File: config.mk
export PLATFORM = sky130hd
export DESIGN_NAME = mem_port_arbiter
export DESIGN_NICKNAME = d
export VERILOG_FILES = /design/src/rtl/mem_port_arbiter.sv
export SDC_FILE = /design/constraint.sdc
export NUM_CORES = 1
export LEC_CHECK = 0
export BUFFER_PORTS_ARGS = -buffer_cell sky130_fd_sc_hd__buf_2
export CAP_MARGIN = 5
export CORE_AREA = 5 5 124 126
export CTS_CLUSTER_SIZE = 30
export DETAILED_ROUTE_END_ITERATION = 12
export DIE_AREA = 0 0 129 131
export GPL_ROUTABILITY_DRIVEN = 0
export SYNTH_ARGS = -nofsm -noshare
export SYNTH_HDL_FRONTEND = slang
export SYNTH_SLANG_ARGS = --single-unit
File: constraint.sdc
create_clock -name clk -period 3.8 [get_ports clk]
set_clock_uncertainty 0.2 [all_clocks]
set_input_delay 0.76 -clock clk [delete_from_list [all_inputs] [get_ports clk]]
set_output_delay 0.76 -clock clk [all_outputs]
set_load 0.02 [all_outputs]
File: src/rtl/mem_port_arbiter.sv
// Arbitrates one single-port memory between the fetch and load/store ports of a core.
// Round-robin on ties, combinational completion forwarding, and a response watchdog.
module mem_port_arbiter #(
    parameter int ADDRESS        = 32,
    parameter int DATA_WIDTH     = 32,
    parameter int TIMEOUT_CYCLES = 64
) (
    input  logic                  clk,
    input  logic                  rst,
    input  logic                  if_req,
    input  logic [ADDRESS-1:0]    if_addr,
    output logic [DATA_WIDTH-1:0] if_rdata,
    output logic                  if_valid,
    input  logic                  ls_req,
    input  logic                  ls_we_re,
    input  logic [3:0]            ls_mask,
    input  logic [ADDRESS-1:0]    ls_addr,
    input  logic [DATA_WIDTH-1:0] ls_wdata,
    output logic [DATA_WIDTH-1:0] ls_rdata,
    output logic                  ls_valid,
    output logic                  if_err,
    output logic                  ls_err,
    output logic                  mem_request,
    output logic                  mem_we_re,
    output logic [3:0]            mem_mask,
    output logic [ADDRESS-1:0]    mem_addr,
    output logic [DATA_WIDTH-1:0] mem_wdata,
    input  logic [DATA_WIDTH-1:0] mem_rdata,
    input  logic                  mem_valid,
    output logic                  core_stall
);

    localparam int CW = (TIMEOUT_CYCLES > 2) ? $clog2(TIMEOUT_CYCLES) : 1;
    localparam logic [CW-1:0] CNT_LAST = CW'(TIMEOUT_CYCLES - 1);

    typedef enum logic [1:0] {
        IDLE    = 2'd0,
        BUSY_IF = 2'd1,
        BUSY_LS = 2'd2
    } state_t;

    state_t                state_q, state_d;
    logic                  last_ls_q, last_ls_d;
    logic [CW-1:0]         cnt_q, cnt_d;
    logic                  mem_request_q, mem_request_d;
    logic                  mem_we_re_q, mem_we_re_d;
    logic [3:0]            mem_mask_q, mem_mask_d;
    logic [ADDRESS-1:0]    mem_addr_q, mem_addr_d;
    logic [DATA_WIDTH-1:0] mem_wdata_q, mem_wdata_d;

    logic busy;
    logic timeout;

    always_ff @(posedge clk or negedge rst) begin
        if (!rst) begin
            state_q       <= IDLE;
            last_ls_q     <= 1'b0;
            cnt_q         <= '0;
            mem_request_q <= 1'b0;
            mem_we_re_q   <= 1'b0;
            mem_mask_q    <= '0;
            mem_addr_q    <= '0;
            mem_wdata_q   <= '0;
        end else begin
            state_q       <= state_d;
            last_ls_q     <= last_ls_d;
            cnt_q         <= cnt_d;
            mem_request_q <= mem_request_d;
            mem_we_re_q   <= mem_we_re_d;
            mem_mask_q    <= mem_mask_d;
            mem_addr_q    <= mem_addr_d;
            mem_wdata_q   <= mem_wdata_d;
        end
    end

    // A response arriving on the last watchdog cycle wins over the abort.
    assign busy    = (state_q != IDLE);
    assign timeout = busy & ~mem_valid & (cnt_q == CNT_LAST);

    always_comb begin
        state_d       = state_q;
        last_ls_d     = last_ls_q;
        cnt_d         = cnt_q;
        mem_request_d = mem_request_q;
        mem_we_re_d   = mem_we_re_q;
        mem_mask_d    = mem_mask_q;
        mem_addr_d    = mem_addr_q;
        mem_wdata_d   = mem_wdata_q;
        case (state_q)
            IDLE: begin
                if (ls_req && (!if_req || !last_ls_q)) begin
                    state_d       = BUSY_LS;
                    last_ls_d     = 1'b1;
                    cnt_d         = '0;
                    mem_request_d = 1'b1;
                    mem_we_re_d   = ls_we_re;
                    mem_mask_d    = ls_mask;
                    mem_addr_d    = ls_addr;
                    mem_wdata_d   = ls_wdata;
                end else if (if_req) begin
                    state_d       = BUSY_IF;
                    last_ls_d     = 1'b0;
                    cnt_d         = '0;
                    mem_request_d = 1'b1;
                    mem_we_re_d   = 1'b0;
                    mem_mask_d    = 4'b1111;
                    mem_addr_d    = if_addr;
                end
            end
            BUSY_IF, BUSY_LS: begin
                if (mem_valid || timeout) begin
                    state_d       = IDLE;
                    mem_request_d = 1'b0;
                end else begin
                    cnt_d = cnt_q + 1'b1;
                end
            end
            default: state_d = IDLE;
        endcase
    end

    assign if_valid    = mem_valid & (state_q == BUSY_IF);
    assign ls_valid    = mem_valid & (state_q == BUSY_LS);
    assign if_err      = timeout & (state_q == BUSY_IF);
    assign ls_err      = timeout & (state_q == BUSY_LS);
    assign if_rdata    = if_valid ? mem_rdata : '0;
    assign ls_rdata    = ls_valid ? mem_rdata : '0;
    assign core_stall  = (if_req & ~if_valid) | (ls_req & ~ls_valid);

    assign mem_request = mem_request_q;
    assign mem_we_re   = mem_we_re_q;
    assign mem_mask    = mem_mask_q;
    assign mem_addr    = mem_addr_q;
    assign mem_wdata   = mem_wdata_q;

endmodule

* Yosys cells after proc, flatten, opt, wreduce, memory -nomap -nowiden
Index checks and enable logic that the tools add are counted.
Storage, ports and cells: output and inout bits 139, input port bits 138, word-level logic and storage cells 63, register bits after elaboration 79
Cells by class: bitwise gates (word level) 12, equal/unequal tests 6, add/subtract/negate cells 1, reductions and logical operators 15, multiplexer cells 21
Operators with widths (number):
- $mux W32 | 4
- $mux W6 | 3
- $pmux W6 S2 | 1
- $and A1 B1 Y1 | 8
- $mux W4 | 2
- $add A6 B1 Y6 const B | 1
- $eq A6 B6 Y1 const B | 1
- $mux W1 | 6
- $mux W2 | 3
- $reduce_and A2 Y1 | 3
- $reduce_and A3 Y1 | 2
- $reduce_bool A2 Y1 | 3
- $ne A2 B2 Y1 const B | 2
- $pmux W2 S2 | 1
- $ne A3 B3 Y1 const B | 1
- $not A1 Y1 | 3
- $eq A2 B1 Y1 const B | 1
- $eq A2 B2 Y1 const B | 1
- $logic_not A1 Y1 | 2
- $logic_not A2 Y1 | 1
- $logic_or A1 B1 Y1 | 2
- $pmux W1 S2 | 1
- $reduce_or A2 Y1 | 1
- $logic_and A1 B1 Y1 | 1
- $or A1 B1 Y1 | 1

* Depth between registers and ports, before layout
Gate-level depths: netlist of run 1.
depth in word-level cells 6, mapped depth 7, mapped depth without buffers 6

* Worst setup path after synthesis of run 1
OpenSTA, ideal clock, no wires.
kind input to output, start point in mem_valid, end point out if_err, setup slack 1021 ps, arrival 1819 ps, stages 3, data required time 2840 ps, path buffers 2, path through buf_2 clkbuf_1 nor4b_1
Between the ends: word-level cells in the longest chain between the ends 4
RTL lines:
- start: declaration | line 29 | input logic mem_valid,
- $not A1 Y1 | line 78 | assign timeout = busy & ~mem_valid & (cnt_q == CNT_LAST);
- $and A1 B1 Y1 (2 in series) | line 78
- $and A1 B1 Y1 | line 124 | assign if_err = timeout & (state_q == BUSY_IF);
- end: declaration | line 21 | output logic if_err,
No other way between the ends.

* Final worst setup path of run 1
start point reg state_q[1], end point out core_stall
Between the ends: word-level cells in the longest chain between the ends 5, elaborated cells between the ends (all ways) 9, classes of those cells 2 x eq/ne; 7 x bitwise
RTL lines:
- start: declaration | line 42 | state_t state_q, state_d;
- start signal: assignment | line 65 | state_q <= state_d;
- $eq A2 B1 Y1 or $eq A2 B2 Y1 (tied branches) | line 122, 123
- $and A1 B1 Y1, on equally long branches | line 122, 123
- $not A1 Y1 | line 128 | assign core_stall = (if_req & ~if_valid) | (ls_req & ~ls_valid);
- $and A1 B1 Y1 | line 128
- $or A1 B1 Y1 (*) | line 128
- end: declaration | line 30 | output logic core_stall
Every way passes the cells marked *; elsewhere a longest branch is shown, timed or not.

==> flow_metrics.py, run 1 <==
metrics = {
    "timing": {
        "layout_min_cycle_time_ns": 3.08,
        "slew_headroom_pct": 32.0,
        "whs_ns": 0.272,
        "hold_violations": 0,
        "final_max_slew_viol_count": 0,
        "setup_violations": 0,
        "worst-slew-pin-transition_ns": 1.02,
        "fmax_mhz": 325,
        "layout_setup_ws_ns": 0.724,
        "fin_setup_tns_ns": 0,
        "rsz0062_at_grt": "no",
        "min_period_over_period_pct": 80.9,
    },
    "placed_design": {
        "pre_cts_ws_ns": 0.936,
        "dpl.hpwl_mm": 9.68,
        "dp.cells": 804,
        "io_buffers": 276,
        "placed_area_sq_um": 5490,
    },
    "clocking": {
        "holdBufCountCts": 0,
        "cts-root-buf": "clkbuf_16",
        "clk_latency_ns": 0.33,
        "clock_path_buffers": 2,
        "cts_tree": "yes",
        "cts_made_buffers": 9,
        "ctsResizeCount": 0,
        "postCtsSetupBuffers": 0,
        "clkSinkCount": 79,
        "clk_pin_slew_ns": 0.06,
        "htreeDepth": 3,
    },
    "power": {
        "vdd_drop_max_mv": 0.458,
        "intPower_uw": 2680,
        "power_leakage_uw": 0.00334,
        "combPwrFrac_pct": 48.3,
        "p_switching_uw": 1870,
        "p_clk_share_pct": 19.9,
        "p_seq_share_pct": 31.9,
        "sw_frac_of_total_pct": 41.1,
        "power_density_nw_per_um2": 784,
    },
    "flow_run": {
        "max_cap_viol_count": 0,
    },
    "critical_path": {
        "arrival_ns": 2.12,
        "reg2reg_depth": 4,
        "cp.required_ns": 2.84,
        "rr_startpoint": "state_q[0]",
        "critPathLaunchType": "register",
        "worst-path-buf-inv": 2,
        "critPathKind": "register to output pin",
        "end_kind": "output pin",
        "worst-path-max-fanout": 34,
        "cp_cell_sequence": "inv_1 -> ha_1 -> and2_1 -> o22ai_1 -> buf_2",
        "cpPeakStageDelay_ns": 0.76,
        "cpLargestDelayFamily": "adder cells",
        "cp_slowest_cell": "ha_1",
        "reg2reg_to": "mem_wdata[15]",
        "reg2reg_slack_ns": 1.20,
    },
    "global_route": {
        "grt_pass1_wl_mm": 18.6,
        "antenna_found_initial": 0,
        "grt_start_max_net_pins": 74,
        "grt_overflow": 0,
        "grtUsageTotal_pct": 13.8,
        "grt_pass1_vias": 3719,
    },
    "detailed_routing": {
        "via_per_inst": 4.54,
        "drt_iter0_markers": 196,
        "firstDrtPassIters": 4,
        "antenna_left": 0,
        "drc": 0,
        "vias": 3717,
        "wl_mm": 12.4,
        "wl_per_cell_um": 15.2,
    },
    "synthesis": {
        "synth_edf_count": 0,
        "ys_ff_latch": 79,
        "avgSynthCellArea_sq_um": 10.8,
        "yosysWarnings": 0,
        "synthArstFlopShare_pct": 100,
        "syn_inst": 369,
        "ys.flop_type": "dfrtp_1",
        "synthesis.area_sq_um": 3980,
        "syn_nets": 511,
        "ys_seq_area_share_pct": 49.7,
        "yosysUniqueCellTypes": 35,
    },
    "layout": {
        "final-instance-count-excl-fill": 819,
        "final_common_cell": "buf_2",
        "antenna-diode-count": 0,
        "area_delta_synth_final_pct": 45.9,
        "post-route-cell-area_sq_um": 5810,
        "drive_above_1_share_pct": 52.1,
        "nets": 773,
        "final_cell_mix": "buf_2 (275), dfrtp_1 (79), and3_1 (65)",
    },
    "die": {
        "die_y_um": 131,
        "die_area_sq_um": 16900,
        "initial_utilization_pct": 28.0,
        "fp.dieW_um": 129,
        "rows": 44,
        "io_pins": 277,
        "core_region_area_sq_um": 14200,
    },
    "worst_hold_path": {
        "hp-class": "input pin to async pin",
    },
    "run_status": {
        "status": "finished clean",
    },
}
[area by class of cell]
type,count,area [sq um]
clock buffers,11,243
clock inverters,4,70.1
fillers,1391,8400
inverters,9,33.8
multi-input cells,251,1830
flip-flops and latches,79,1980
well taps,184,230
repair buffers,281,1420
[sequential cells by signal (all words and copies together), names as in the netlist]
| register | count |
|---|---|
| mem_we_re | 1 |
| cnt_q | 6 |
| mem_addr | 32 |
| mem_request | 1 |
| mem_mask | 4 |
| mem_wdata | 32 |
| state_q | 2 |
| last_ls_q | 1 |
[Yosys cell counts (2+ instances only)]
master    count  area, sq um
o211ai_1      2         15.0
nor2_1        6         22.5
ha_1          4         50.1
o21ai_0      37          185
dfrtp_1      79         1980
a21oi_1       4         20.0
nand3_1       3         15.0
and3_1       65          407
o22a_1        4         35.0
nor4b_1       2         17.5
and2_1        2         12.5
inv_1         8         30.0
mux2_4       14          210
mux2i_1      34          340
a32o_1        2         20.0
mux2_2       18          203
clkbuf_1     17         63.8
buf_2         6         30.0
nor3_1        2         10.0
a31oi_1       2         12.5
nand2_1      37          139
buf_6         3         33.8
o21a_1        2         15.0
nand2b_1      2         12.5
buf_4         4         30.0
[layer usage]
layer	vias to the layer above	wire length (um)	part of all wire (%)	track usage, %
li1	1827	-	-	-
met1	1735	5120	41	17.7
met2	139	6190	50	21.9
met3	16	930	7.5	4.59
met4	0	191	1.5	4.76
met5	-	0	0	0
[worst max-delay path by stage]
stage	end	from	cells after the start	slack [ns]
2_1_floorplan	if_err	mem_valid	3	1.02
3_3_place_gp	core_stall	mem_valid	4	1.03
3_5_place_dp	core_stall	mem_valid	4	0.94
4_1_cts	core_stall	state_q[1]	5	0.72
5_1_grt	core_stall	state_q[1]	5	0.57
6_report	core_stall	state_q[1]	5	0.72
[logic make-up after synthesis]
group	share of synthesized area, %
and+or+nand+nor	16.3
DFF	49.7
muxes	18.9
AOI/OAI and AO/OA	9.05
buffers and inverters	4.81
adders and majority gates	1.26
[per-stage QoR]
step / util, % / total power (uW)
6_report: 40.9 / 4550
5_1_grt: 40.9 / 4860
4_1_cts: 40.9 / 4620
3_5_place_dp: 38.7 / 3690
3_3_place_gp: 38.7 / 3640
2_1_floorplan: - / 2920
[power groups by stage]
| stage | Combinational (uW) | Clock (uW) | Sequential, uW |
|---|---|---|---|
| final | 2200 | 904 | 1450 |
| after global routing | 2380 | 970 | 1510 |
| after CTS | 2230 | 936 | 1460 |
| after detailed placement | 2230 | 0 | 1460 |
| after global placement | 2200 | 0 | 1440 |
| after floorplan | 1010 | 0 | 1910 |
Power figures use the tool's default switching activity.
==> inputs of run 2 (changes only) <==
--- a/config.mk
+++ b/config.mk
@@ -5,12 +5,13 @@
 export SDC_FILE = /design/constraint.sdc
 export NUM_CORES = 1
 export LEC_CHECK = 0
+export ABC_AREA = 1
 export BUFFER_PORTS_ARGS = -buffer_cell sky130_fd_sc_hd__buf_2
 export CAP_MARGIN = 5
-export CORE_AREA = 5 5 124 126
+export CORE_AREA = 5 5 122 124
 export CTS_CLUSTER_SIZE = 30
 export DETAILED_ROUTE_END_ITERATION = 12
-export DIE_AREA = 0 0 129 131
+export DIE_AREA = 0 0 127 129
 export GPL_ROUTABILITY_DRIVEN = 0
 export SYNTH_ARGS = -nofsm -noshare
 export SYNTH_HDL_FRONTEND = slang
==> constraint.sdc (replaced) <==
create_clock -name clk -period 3.05 [get_ports clk]
set_clock_uncertainty 0.2 [all_clocks]
set_input_delay 0.61 -clock clk [delete_from_list [all_inputs] [get_ports clk]]
set_output_delay 0.61 -clock clk [all_outputs]
set_load 0.02 [all_outputs]
==> flow_metrics.py, run 2 <==
metrics = {
    "layout": {
        "fillers": 1454,
        "drive_above_1_share_pct": 38.7,
        "final_util_pct": 41.9,
        "seqCellArea_sq_um": 1980,
        "area_delta_synth_final_pct": 49.0,
        "final_cell_mix": "buf_2 (275), nand2_1 (164), nor2_1 (107)",
        "final_common_cell": "buf_2",
        "multi_input_area_sq_um": 1570,
        "nets": 930,
    },
    "synthesis": {
        "synthesis.area_sq_um": 3840,
        "yosysUniqueCellTypes": 23,
        "syn_inst": 517,
        "ys_ff_latch": 79,
        "yosys-top-cells-count": "nand2_1 (164), nor2_1 (107), dfrtp_1 (79)",
        "ys_seq_area_share_pct": 51.5,
        "synth_top_area_cell": "dfrtp_1",
        "yosysWarnings": 0,
        "ys.flop_type": "dfrtp_1",
        "synthArstFlopShare_pct": 100,
        "yosysTopAreaCellShare_pct": 51.5,
        "syn_nets": 659,
        "yosys-top-cells-area": "dfrtp_1 (51%), nand2_1 (16%), nor2_1 (10%)",
        "synth_most_common_cell": "nand2_1",
        "avgSynthCellArea_sq_um": 7.42,
        "synth_edf_count": 0,
    },
    "critical_path": {
        "cpPeakStageDelay_ns": 0.38,
        "reg2reg_slack_ns": 0.96,
        "worst-path-max-fanout": 17,
        "cpMostUsedCell": "inv_1",
        "end_kind": "output pin",
        "arrival_ns": 1.70,
        "critPathLaunchType": "register",
        "critPathKind": "register to output pin",
        "cp_slowest_cell": "dfrtp_1",
        "reg2reg_to": "mem_addr[13]",
        "rr_startpoint": "state_q[1]",
        "reg2reg_depth": 6,
        "cp.required_ns": 2.24,
        "cp_cell_sequence": "inv_1 -> ha_1 -> nand2_1 -> buf_4 -> inv_1 -> o22ai_1 -> buf_2",
    },
    "global_route": {
        "grt_overflow": 0,
        "grtUsageTotal_pct": 16.7,
        "grt_pass1_vias": 4185,
        "antenna_found_initial": 1,
        "grt_start_max_net_pins": 42,
        "grt_pass1_wl_mm": 21.6,
    },
    "timing": {
        "min_period_over_period_pct": 82.2,
        "slew_headroom_pct": 57.7,
        "whs_ns": 0.0722,
        "worst-slew-pin-transition_ns": 0.634,
        "layout_setup_ws_ns": 0.543,
        "rsz0062_at_grt": "no",
        "fmax_mhz": 399,
        "setup_violations": 0,
        "fin_setup_tns_ns": 0,
        "layout_min_cycle_time_ns": 2.51,
        "hold_violations": 0,
        "final_max_slew_viol_count": 0,
    },
    "worst_hold_path": {
        "hp-class": "input pin to async pin",
    },
    "power": {
        "p_seq_share_pct": 33.3,
        "design_power_total_uw": 5420,
        "intPower_uw": 2990,
        "p_clk_share_pct": 19.9,
        "combPwrFrac_pct": 46.8,
        "power_density_nw_per_um2": 947,
        "p_switching_uw": 2430,
        "vdd_drop_max_mv": 0.469,
        "sw_frac_of_total_pct": 44.9,
        "power_leakage_uw": 0.00341,
    },
    "die": {
        "io_pins": 277,
        "initial_utilization_pct": 28.1,
        "rows": 43,
        "die_y_um": 129,
        "core_region_area_sq_um": 13700,
        "fp.dieW_um": 127,
        "die_area_sq_um": 16400,
    },
    "flow_run": {
        "max_cap_viol_count": 0,
    },
    "detailed_routing": {
        "via_per_inst": 4.37,
        "wl_per_cell_um": 14.6,
        "drc": 0,
        "wl_mm": 14.2,
        "antenna_left": 0,
        "firstDrtPassIters": 6,
        "drt_iter0_markers": 188,
        "vias": 4259,
    },
    "clocking": {
        "cts-root-buf": "clkbuf_16",
        "ctsResizeCount": 0,
        "clk_latency_ns": 0.32,
        "clk_pin_slew_ns": 0.06,
        "postCtsSetupBuffers": 0,
        "clock_path_buffers": 2,
        "htreeDepth": 3,
        "cts_tree": "yes",
        "clkSinkCount": 79,
        "holdBufCountCts": 0,
        "cts_made_buffers": 9,
    },
    "run_status": {
        "status": "finished clean",
    },
    "placed_design": {
        "io_buffers": 276,
        "dpl.hpwl_mm": 10.9,
        "pre_cts_ws_ns": 0.809,
    },
}
==> run 2: cell types whose count changed in the layout (fill, tap and decap cells not counted), sizes merged, moves of 31 or more <==
cell,before,now
nand2,38,164
nor2,6,108
and3,65,0
inv,9,48
mux2i,34,0
mux2,32,0
o21ai,37,68
==> run 2: worst max path at each step <==
stage,from,depth (start not counted),endpoint,slack (ns)
3_3_place_gp,mem_valid,6,core_stall,0.83
3_5_place_dp,mem_valid,6,core_stall,0.81
5_1_grt,state_q[1],7,core_stall,0.41
4_1_cts,state_q[1],7,core_stall,0.52
2_1_floorplan,mem_valid,3,core_stall,0.99
6_report,state_q[1],7,core_stall,0.54
==> run 2: cell type report <==
type / count / share of cell area [%]
timing repair buffer: 285 / 25.6
inverter: 48 / 3.15
clock inverter: 5 / 1.01
antenna: 1 / 0.0437
clock buffer: 11 / 4.24
multi-input combinational: 365 / 27.5
tap: 180 / 3.94
sequential: 79 / 34.6
==> run 2: power groups by stage <==
stage / clock [uW] / sequential [uW] / combinational [uW]
5_1_grt: 1160 / 1860 / 2800
3_5_place_dp: 0 / 1810 / 2600
6_report: 1080 / 1800 / 2540
3_3_place_gp: 0 / 1800 / 2580
4_1_cts: 1120 / 1800 / 2590
2_1_floorplan: 0 / 2360 / 1030
==> run 2: critical path, delay by kind of cell (launching register included) <==
kind            cells  cell delay [ns]
simple gates        1             0.09
compound gates      1             0.14
flops               1             0.38
fa+ha+maj           1             0.20
buf+inv             4             0.55
==> run 2: stage by stage <==
step                      area, sq um  instances
after floorplan                  3840        517
after global placement           5420        957
after detailed placement         5420        957
after CTS                        5720        973
after global routing             5720        974
final                            5720        974
==> run 2: metal layers <==
| metal | GRT usage (%) | share of wire, % | vias to the layer above |
|---|---|---|---|
| li1 | - | - | 2134 |
| met1 | 18.1 | 37 | 1924 |
| met2 | 31.4 | 53 | 188 |
| met3 | 5.02 | 8.6 | 13 |
| met4 | 4.79 | 1.6 | 0 |
| met5 | 0 | 0 | - |
==> run 2: logic make-up after synthesis <==
group                    share of synthesized area (%)
AND/OR/NAND/NOR                                   28.3
flip-flops                                        51.5
AO/OA/AOI/OAI                                     11.1
buffers and inverters                             7.76
adder cells (fa/ha/maj)                           1.30
